$ cat config.mk
export PLATFORM = sky130hd
export DESIGN_NAME = regfile_wr_arbiter_flat
export DESIGN_NICKNAME = d
export VERILOG_FILES = /design/src/rtl/regfile_wr_arbiter_pkg.sv /design/src/rtl/regfile_wr_arbiter_if.sv /design/src/rtl/regfile_wr_arbiter_lu_wr_fifo.sv /design/src/rtl/regfile_wr_arbiter.sv /design/src/flat_wrapper.sv
export SDC_FILE = /design/constraint.sdc
export NUM_CORES = 1
export LEC_CHECK = 0
export CAP_MARGIN = 20
export CORE_ASPECT_RATIO = 1.25
export CORE_MARGIN = 2
export CORE_UTILIZATION = 43
export DETAILED_ROUTE_END_ITERATION = 16
export HOLD_SLACK_MARGIN = 0.05
export PLACE_DENSITY = 0.76
export SLEW_MARGIN = 20
export SYNTH_ARGS = -nofsm -noshare
export SYNTH_HDL_FRONTEND = slang
export SYNTH_SLANG_ARGS = --single-unit
export TNS_END_PERCENT = 1
$ cat constraint.sdc
create_clock -name clk -period 3.12 [get_ports clk]
set_input_delay 0.936 -clock clk [delete_from_list [all_inputs] [get_ports clk]]
set_output_delay 0.936 -clock clk [all_outputs]
set_load 0.02 [all_outputs]
$ cat src/rtl/regfile_wr_arbiter_pkg.sv
// Shared register-file defines plus the write-port arbitration encodings.
package regfile_wr_arbiter_pkg;

  typedef logic [31:0] RegBus;
  typedef logic [4:0]  RegAddrBus;
  typedef logic [31:0] RegNum;

  localparam logic WriteEnable = 1'b1;

  // Largest wait the 3-bit age counter can express.
  localparam int unsigned ArbWaitMax = 7;

  typedef enum logic [1:0] {
    GntNone = 2'd0,
    GntWb   = 2'd1,
    GntLu   = 2'd2
  } gnt_e;

  typedef struct packed {
    RegAddrBus waddr;
    RegBus     wdata;
  } lu_entry_t;

  // One-hot register mask; r0 is hardwired and never reported as pending.
  function automatic RegNum reg_onehot(input RegAddrBus addr);
    RegNum m;
    m = '0;
    if (addr != '0) m[addr] = 1'b1;
    return m;
  endfunction

endpackage

$ cat src/rtl/regfile_wr_arbiter_if.sv
// Producer requests and regfile write-port signals of the write arbiter.
interface regfile_wr_arbiter_if;
  import regfile_wr_arbiter_pkg::*;

  logic      wb_valid;
  logic      wb_ready;
  RegAddrBus wb_waddr;
  RegBus     wb_wdata;
  logic      lu_valid;
  logic      lu_ready;
  RegAddrBus lu_waddr;
  RegBus     lu_wdata;
  logic      we;
  RegAddrBus waddr;
  RegBus     wdata;
  RegNum     pend_mask;
  logic      lu_grant;

  modport master (
    output wb_valid, wb_waddr, wb_wdata, lu_valid, lu_waddr, lu_wdata,
    input  wb_ready, lu_ready, we, waddr, wdata, pend_mask, lu_grant
  );

  modport slave (
    input  wb_valid, wb_waddr, wb_wdata, lu_valid, lu_waddr, lu_wdata,
    output wb_ready, lu_ready, we, waddr, wdata, pend_mask, lu_grant
  );

endinterface

$ cat src/rtl/regfile_wr_arbiter_lu_wr_fifo.sv
// Small FIFO holding long-latency results until they win the write port.
module lu_wr_fifo
  import regfile_wr_arbiter_pkg::*;
#(
  parameter int unsigned DEPTH = 2
) (
  input  logic            clk,
  input  logic            rst,
  input  logic            push,
  input  lu_entry_t       push_data,
  input  logic            pop,
  output logic            full,
  output logic            empty,
  output lu_entry_t       head,
  output logic [DEPTH-1:0] valid,
  output lu_entry_t       slots [DEPTH]
);

  localparam int unsigned AW = $clog2(DEPTH);

  logic [AW:0]      wr_ptr;
  logic [AW:0]      rd_ptr;
  logic [DEPTH-1:0] vld;
  lu_entry_t        mem [DEPTH];
  logic             do_push;
  logic             do_pop;

  assign empty   = (wr_ptr == rd_ptr);
  assign full    = (wr_ptr[AW] != rd_ptr[AW]) && (wr_ptr[AW-1:0] == rd_ptr[AW-1:0]);
  assign do_push = push && !full;
  assign do_pop  = pop && !empty;
  assign head    = mem[rd_ptr[AW-1:0]];
  assign valid   = vld;
  assign slots   = mem;

  // Pointers and per-slot valid bits; a slot's valid bit tracks occupancy for the pending mask.
  always_ff @(posedge clk or negedge rst) begin
    if (!rst) begin
      wr_ptr <= '0;
      rd_ptr <= '0;
      vld    <= '0;
    end else begin
      if (do_push) begin
        wr_ptr                <= wr_ptr + 1'b1;
        vld[wr_ptr[AW-1:0]]   <= 1'b1;
      end
      if (do_pop) begin
        rd_ptr                <= rd_ptr + 1'b1;
        vld[rd_ptr[AW-1:0]]   <= 1'b0;
      end
    end
  end

  // Entry storage; contents are only observed through valid slots.
  always_ff @(posedge clk) begin
    if (do_push) mem[wr_ptr[AW-1:0]] <= push_data;
  end

endmodule

$ cat src/rtl/regfile_wr_arbiter.sv
// Arbitrates the single regfile write port between WB (priority) and queued LU results.
module regfile_wr_arbiter
  import regfile_wr_arbiter_pkg::*;
#(
  parameter int unsigned LU_DEPTH = 2,
  parameter int unsigned MAX_WAIT = 3
) (
  input logic                clk,
  input logic                rst,
  regfile_wr_arbiter_if.slave bus
);

  localparam logic [2:0] WaitLimit =
    (MAX_WAIT > ArbWaitMax) ? 3'(ArbWaitMax) : 3'(MAX_WAIT);

  logic                fifo_full;
  logic                fifo_empty;
  lu_entry_t           head;
  logic [LU_DEPTH-1:0] slot_vld;
  lu_entry_t           slots [LU_DEPTH];
  lu_entry_t           lu_in;
  logic                push;
  logic                pop;
  logic                force_lu;
  logic [2:0]          age;
  gnt_e                gnt_d;
  gnt_e                gnt_q;
  logic                we_q;
  RegAddrBus           waddr_q;
  RegBus               wdata_q;
  RegNum               mask;

  assign lu_in.waddr = bus.lu_waddr;
  assign lu_in.wdata = bus.lu_wdata;
  assign push        = bus.lu_valid && !fifo_full;

  lu_wr_fifo #(.DEPTH(LU_DEPTH)) u_fifo (
    .clk       (clk),
    .rst       (rst),
    .push      (push),
    .push_data (lu_in),
    .pop       (pop),
    .full      (fifo_full),
    .empty     (fifo_empty),
    .head      (head),
    .valid     (slot_vld),
    .slots     (slots)
  );

  assign force_lu = !fifo_empty && (age == WaitLimit);

  // Grant selection: a starved LU head beats WB, otherwise WB, otherwise drain the FIFO.
  always_comb begin
    gnt_d = GntNone;
    pop   = 1'b0;
    if (force_lu) begin
      gnt_d = GntLu;
      pop   = 1'b1;
    end else if (bus.wb_valid) begin
      gnt_d = GntWb;
    end else if (!fifo_empty) begin
      gnt_d = GntLu;
      pop   = 1'b1;
    end
  end

  // Pending mask: every queued destination is reported until its entry leaves the FIFO.
  always_comb begin
    mask = '0;
    for (int unsigned i = 0; i < LU_DEPTH; i++) begin
      if (slot_vld[i]) mask = mask | reg_onehot(slots[i].waddr);
    end
  end

  // Head age: counts lost arbitration cycles, saturating at the forcing threshold.
  always_ff @(posedge clk or negedge rst) begin
    if (!rst) begin
      age <= '0;
    end else if (pop || fifo_empty) begin
      age <= '0;
    end else if (age != WaitLimit) begin
      age <= age + 3'd1;
    end
  end

  // Registered grant and write port; r0 writes are consumed with the enable suppressed.
  always_ff @(posedge clk or negedge rst) begin
    if (!rst) begin
      gnt_q   <= GntNone;
      we_q    <= 1'b0;
      waddr_q <= '0;
      wdata_q <= '0;
    end else begin
      gnt_q <= gnt_d;
      unique case (gnt_d)
        GntWb: begin
          we_q    <= WriteEnable & (bus.wb_waddr != '0);
          waddr_q <= bus.wb_waddr;
          wdata_q <= bus.wb_wdata;
        end
        GntLu: begin
          we_q    <= WriteEnable & (head.waddr != '0);
          waddr_q <= head.waddr;
          wdata_q <= head.wdata;
        end
        default: we_q <= 1'b0;
      endcase
    end
  end

  assign bus.wb_ready  = !force_lu;
  assign bus.lu_ready  = !fifo_full;
  assign bus.we        = we_q;
  assign bus.waddr     = waddr_q;
  assign bus.wdata     = wdata_q;
  assign bus.pend_mask = mask;
  assign bus.lu_grant  = we_q && (gnt_q == GntLu);

endmodule

$ cat src/flat_wrapper.sv
// flat-port wrapper written by rule: the top's interface ports become plain ports
module regfile_wr_arbiter_flat import regfile_wr_arbiter_pkg::*;
#(
  parameter int unsigned LU_DEPTH = 2,
  parameter int unsigned MAX_WAIT = 3
)
  (clk, rst, bus_wb_valid, bus_wb_waddr, bus_wb_wdata, bus_lu_valid, bus_lu_waddr, bus_lu_wdata, bus_wb_ready, bus_lu_ready, bus_we, bus_waddr, bus_wdata, bus_pend_mask, bus_lu_grant);
  regfile_wr_arbiter_if bus_i ();
  input logic clk;
  input logic rst;
  input wire logic [$bits(bus_i.wb_valid)-1:0] bus_wb_valid;
  input wire logic [$bits(bus_i.wb_waddr)-1:0] bus_wb_waddr;
  input wire logic [$bits(bus_i.wb_wdata)-1:0] bus_wb_wdata;
  input wire logic [$bits(bus_i.lu_valid)-1:0] bus_lu_valid;
  input wire logic [$bits(bus_i.lu_waddr)-1:0] bus_lu_waddr;
  input wire logic [$bits(bus_i.lu_wdata)-1:0] bus_lu_wdata;
  output wire logic [$bits(bus_i.wb_ready)-1:0] bus_wb_ready;
  output wire logic [$bits(bus_i.lu_ready)-1:0] bus_lu_ready;
  output wire logic [$bits(bus_i.we)-1:0] bus_we;
  output wire logic [$bits(bus_i.waddr)-1:0] bus_waddr;
  output wire logic [$bits(bus_i.wdata)-1:0] bus_wdata;
  output wire logic [$bits(bus_i.pend_mask)-1:0] bus_pend_mask;
  output wire logic [$bits(bus_i.lu_grant)-1:0] bus_lu_grant;
  assign bus_i.wb_valid = bus_wb_valid;
  assign bus_i.wb_waddr = bus_wb_waddr;
  assign bus_i.wb_wdata = bus_wb_wdata;
  assign bus_i.lu_valid = bus_lu_valid;
  assign bus_i.lu_waddr = bus_lu_waddr;
  assign bus_i.lu_wdata = bus_lu_wdata;
  assign bus_wb_ready = bus_i.wb_ready;
  assign bus_lu_ready = bus_i.lu_ready;
  assign bus_we = bus_i.we;
  assign bus_waddr = bus_i.waddr;
  assign bus_wdata = bus_i.wdata;
  assign bus_pend_mask = bus_i.pend_mask;
  assign bus_lu_grant = bus_i.lu_grant;
  regfile_wr_arbiter #(.LU_DEPTH(LU_DEPTH), .MAX_WAIT(MAX_WAIT)) u_core (.clk(clk), .rst(rst), .bus(bus_i));
endmodule
==> flow_metrics.py <==
metrics = {
    "logic_synthesis": {
        "ys_warn_count": 0,
        "synth_ff_type": "sky130_fd_sc_hd__edfxtp_1",
        "synth.net_count": 493,
        "syn-cell-area_um2": 5414,
        "yosysMostFrequentCell": "sky130_fd_sc_hd__edfxtp_1",
        "yosys.area.top_type": "sky130_fd_sc_hd__edfxtp_1",
        "sequential_element_share_of_the_synthesized_area_pct": 63.69,
        "synthArstFlopShare_pct": 39.84,
        "syn_area_per_cell_um2": 13.17,
        "synth_area_leaders": "sky130_fd_sc_hd__edfxtp_1 41%, sky130_fd_sc_hd__dfrtp_1 23%, sky130_fd_sc_hd__mux2i_1 6.8%, sky130_fd_sc_hd__a211oi_1 5.1%, sky130_fd_sc_hd__a21o_1 5.1%",
        "synth_enable_flop_cells": 74,
        "syn-instance-count": 411,
        "synth_top_cells_by_count": "74 x sky130_fd_sc_hd__edfxtp_1, 49 x sky130_fd_sc_hd__dfrtp_1, 45 x sky130_fd_sc_hd__nor2_1",
        "synth_seq_cells": 123,
        "synthDistinctLibCells": 40,
        "synth.top_cell.area_share_pct": 41.04,
    },
    "route": {
        "avgRoutedWirePerCell_um": 17.26,
        "wirelength_um": 12750,
        "routed_via_density": 5.365,
        "detail_route.iter0.violations": 142,
        "ant_nets": 0,
        "via_count": 3965,
        "dr.pass1.iters": 4,
        "drc": 0,
    },
    "worst_setup_path": {
        "setup.worst_path.class": "reg2out",
        "worst-r2r-cell-count": 9,
        "critical_path.startpoint_type": "register",
        "critical_path.max_fanout": 8,
        "regToRegEndpoint": "u_core.bus.wdata[14]",
        "timing.critical_path.arrival_ps": 2130,
        "setup.worst_path.end_class": "output port",
        "r2r_slack_ps": 920,
        "worst-endpoint-required_ps": 2180,
        "rr_startpoint": "u_core.age[0]",
    },
    "clocking": {
        "cts-htree-levels": 4,
        "clkTransAtPathRegs_ps": 50,
        "cts.root.buffer_cell": "sky130_fd_sc_hd__clkbuf_16",
        "tritoncts_num_sinks": 123,
        "tritoncts": "yes",
        "worstSkewPairLatency_ps": 400,
        "cts_bufs_inserted": 17,
        "cts_hold_repair.buffers": 0,
        "number_of_buffers_on_the_longest_clock_path": 2,
    },
    "power": {
        "ir_drop_mv": 0.4937,
        "power.leakage_nw": 3.359,
        "total_power_mw": 7.538,
        "power_density_nw_per_um2": 984.9,
    },
    "min_path": {
        "holdPathEnd": "u_core.age[0]",
        "hp-start": "u_core.age[0]",
        "number_of_cells_on_the_worst_hold_path": 1,
        "hp-class": "reg2reg",
    },
    "global_routing": {
        "track_usage_pct": 19.36,
        "antenna_found_initial": 0,
        "gr-total-overflow": 0,
        "grt_max_degree": 55,
        "first_global_vias": 4060,
        "grt_pass1_wl_um": 20380,
    },
    "sta": {
        "skew_ps": 4.822,
        "worst_pin_slew_ps": 599.1,
        "timing.fmax_ghz": 0.3258,
        "timing_max_transition_violations_final": 0,
        "slew_headroom_pct": 60.06,
        "setup_viol": 0,
        "min_period_ps": 3070,
        "post-route-period-util_pct": 98.38,
        "finalSetupTns_ps": 0,
        "hold_violations": 0,
        "rsz_0062_raised_after_global_routing": "yes",
    },
    "placed_design": {
        "place.detailed.instances": 706,
        "gp_congestion": 0.9014,
        "place.port_buffers": 149,
        "dp_hpwl_um": 8849,
    },
    "floorplan": {
        "die_area_um2": 13510,
        "dieWidth_um": 104.4,
        "start_util_pct": 44.31,
        "ioPinCount": 151,
        "die_boundary_height_um": 129.5,
        "core_region_area_um2": 12220,
        "num_rows": 45,
    },
    "final_layout": {
        "post_route_cells_drive_above_1_share_pct": 10.96,
        "utilization_pct": 62.64,
        "synthToLayoutAreaGrowth_pct": 41.37,
        "num-nets-final": 644,
        "layoutNonFillerInstCount": 739,
        "diodes": 0,
    },
    "status": {
        "run_status": "finished clean",
    },
    "flow_run": {
        "max_cap_viol_count": 0,
    },
}
-- cells in the final DEF, fill, tap and decap left out, types with 2 or more instances in the layout --
cell                              instances
sky130_fd_sc_hd__clkdlybuf4s50_1        123
sky130_fd_sc_hd__edfxtp_1                74
sky130_fd_sc_hd__dfrtp_1                 48
sky130_fd_sc_hd__nor2_1                  45
sky130_fd_sc_hd__mux2i_1                 37
sky130_fd_sc_hd__a211oi_1                37
sky130_fd_sc_hd__a21o_1                  37
sky130_fd_sc_hd__o22ai_1                 32
sky130_fd_sc_hd__clkbuf_16               17
sky130_fd_sc_hd__dlymetal6s2s_1          17
sky130_fd_sc_hd__buf_4                   12
sky130_fd_sc_hd__nand3b_1                10
sky130_fd_sc_hd__nand2_1                  9
sky130_fd_sc_hd__dlygate4sd2_1            8
sky130_fd_sc_hd__clkinv_2                 6
sky130_fd_sc_hd__inv_1                    5
sky130_fd_sc_hd__nand3_1                  5
sky130_fd_sc_hd__clkinvlp_4               5
sky130_fd_sc_hd__or3_4                    4
sky130_fd_sc_hd__xnor2_1                  3
sky130_fd_sc_hd__ha_1                     3
sky130_fd_sc_hd__xor2_1                   2
sky130_fd_sc_hd__o21ai_1                  2
sky130_fd_sc_hd__inv_2                    2
sky130_fd_sc_hd__o21ai_0                  2
sky130_fd_sc_hd__o41ai_2                  2
sky130_fd_sc_hd__or3b_2                   2
sky130_fd_sc_hd__nand2b_1                 2
sky130_fd_sc_hd__a21oi_4                  2
sky130_fd_sc_hd__clkbuf_1                 2
sky130_fd_sc_hd__buf_12                   2
-- per-stage QoR --
step / cell area [um^2] / setup WS [ps] / hold slack (ps)
after floorplan: 5418 / -162.8 / 409.9
after global placement: 7079 / 279.6 / 418.9
after detailed placement: 7079 / 228.6 / 426.6
after CTS: 7592 / -3.375 / 433.4
after global routing: 7654 / -40.82 / 445.5
final: 7654 / 50.46 / 430.5
-- per-layer routing --
metal	wire length, um	global-route usage, %	up-vias
li1	-	-	1869
met1	5071	21.23	1923
met2	6668	35.22	146
met3	754	6.087	27
met4	259	7.393	0
met5	0	0	-
-- area by class of cell --
type	count	area (um^2)
Clock buffer	19	432.9
Clock inverter	13	80.08
Fill cell	976	4564
Inverter	7	26.28
Multi-Input combinational cell	250	1810
Sequential cell	123	3450
Tap cell	164	205.2
Timing Repair Buffer	163	1649
-- state kept, by name, indices dropped and copies added (netlist names) --
signal	count
u_core.u_fifo.wr_ptr	2
u_core.bus.we	1
u_core.u_fifo.rd_ptr	2
u_core.gnt_q	2
u_core.u_fifo.valid	2
u_core.bus.wdata	32
u_core.age	3
u_core.bus.waddr	5
u_core.u_fifo.slots	74
-- logic make-up (layout without fill, tap and decap cells) --
family          count (synthesis)  count (layout)  synth area share (%)
flops                         123             123                 63.69
simple gates                   81              81                 7.257
buf+inv                        38             202                 3.721
compound gates                120             120                 16.18
mux                            38              38                 7.049
xor+xnor                        6               6                 1.110
fa+ha+maj                       4               4                0.9245
other cells                     1               1               0.06927
-- repair_timing --
item | in CTS | in global routing
endpoints found under the setup margin | 11 | 19
buffers inserted | 0 | 1
resized for setup | 10 | 18
-- worst max-delay path by stage --
stage | from | to | slack (ps) | cells after the start
6_report | u_core.u_fifo.slots[70] | bus_pend_mask[19] | 50 | 3
5_1_grt | u_core.u_fifo.slots[69] | bus_pend_mask[19] | -40 | 3
4_1_cts | u_core.u_fifo.slots[69] | bus_pend_mask[30] | -3 | 3
3_5_place_dp | bus_wb_valid | u_core.bus.wdata[14] | 230 | 8
3_3_place_gp | u_core.u_fifo.slots[69] | bus_pend_mask[20] | 280 | 3
2_1_floorplan | bus_lu_valid | u_core.u_fifo.slots[0] | -160 | 2
-- report_power, final --
part           switching, mW  total [mW]  internal, mW
sequential             0.323        2.68          2.36
clock                  0.678        1.68          1.00
combinational           1.75        3.18          1.43
total                   2.75        7.54          4.79
-- critical path, stage by stage, from the launching register on --
cell and delay [ps]:
sky130_fd_sc_hd__edfxtp_1 440, sky130_fd_sc_hd__nand3_1 310, sky130_fd_sc_hd__o22ai_1 320, sky130_fd_sc_hd__clkdlybuf4s50_1 660
Note: power is estimated with default switching activity, not from simulation.
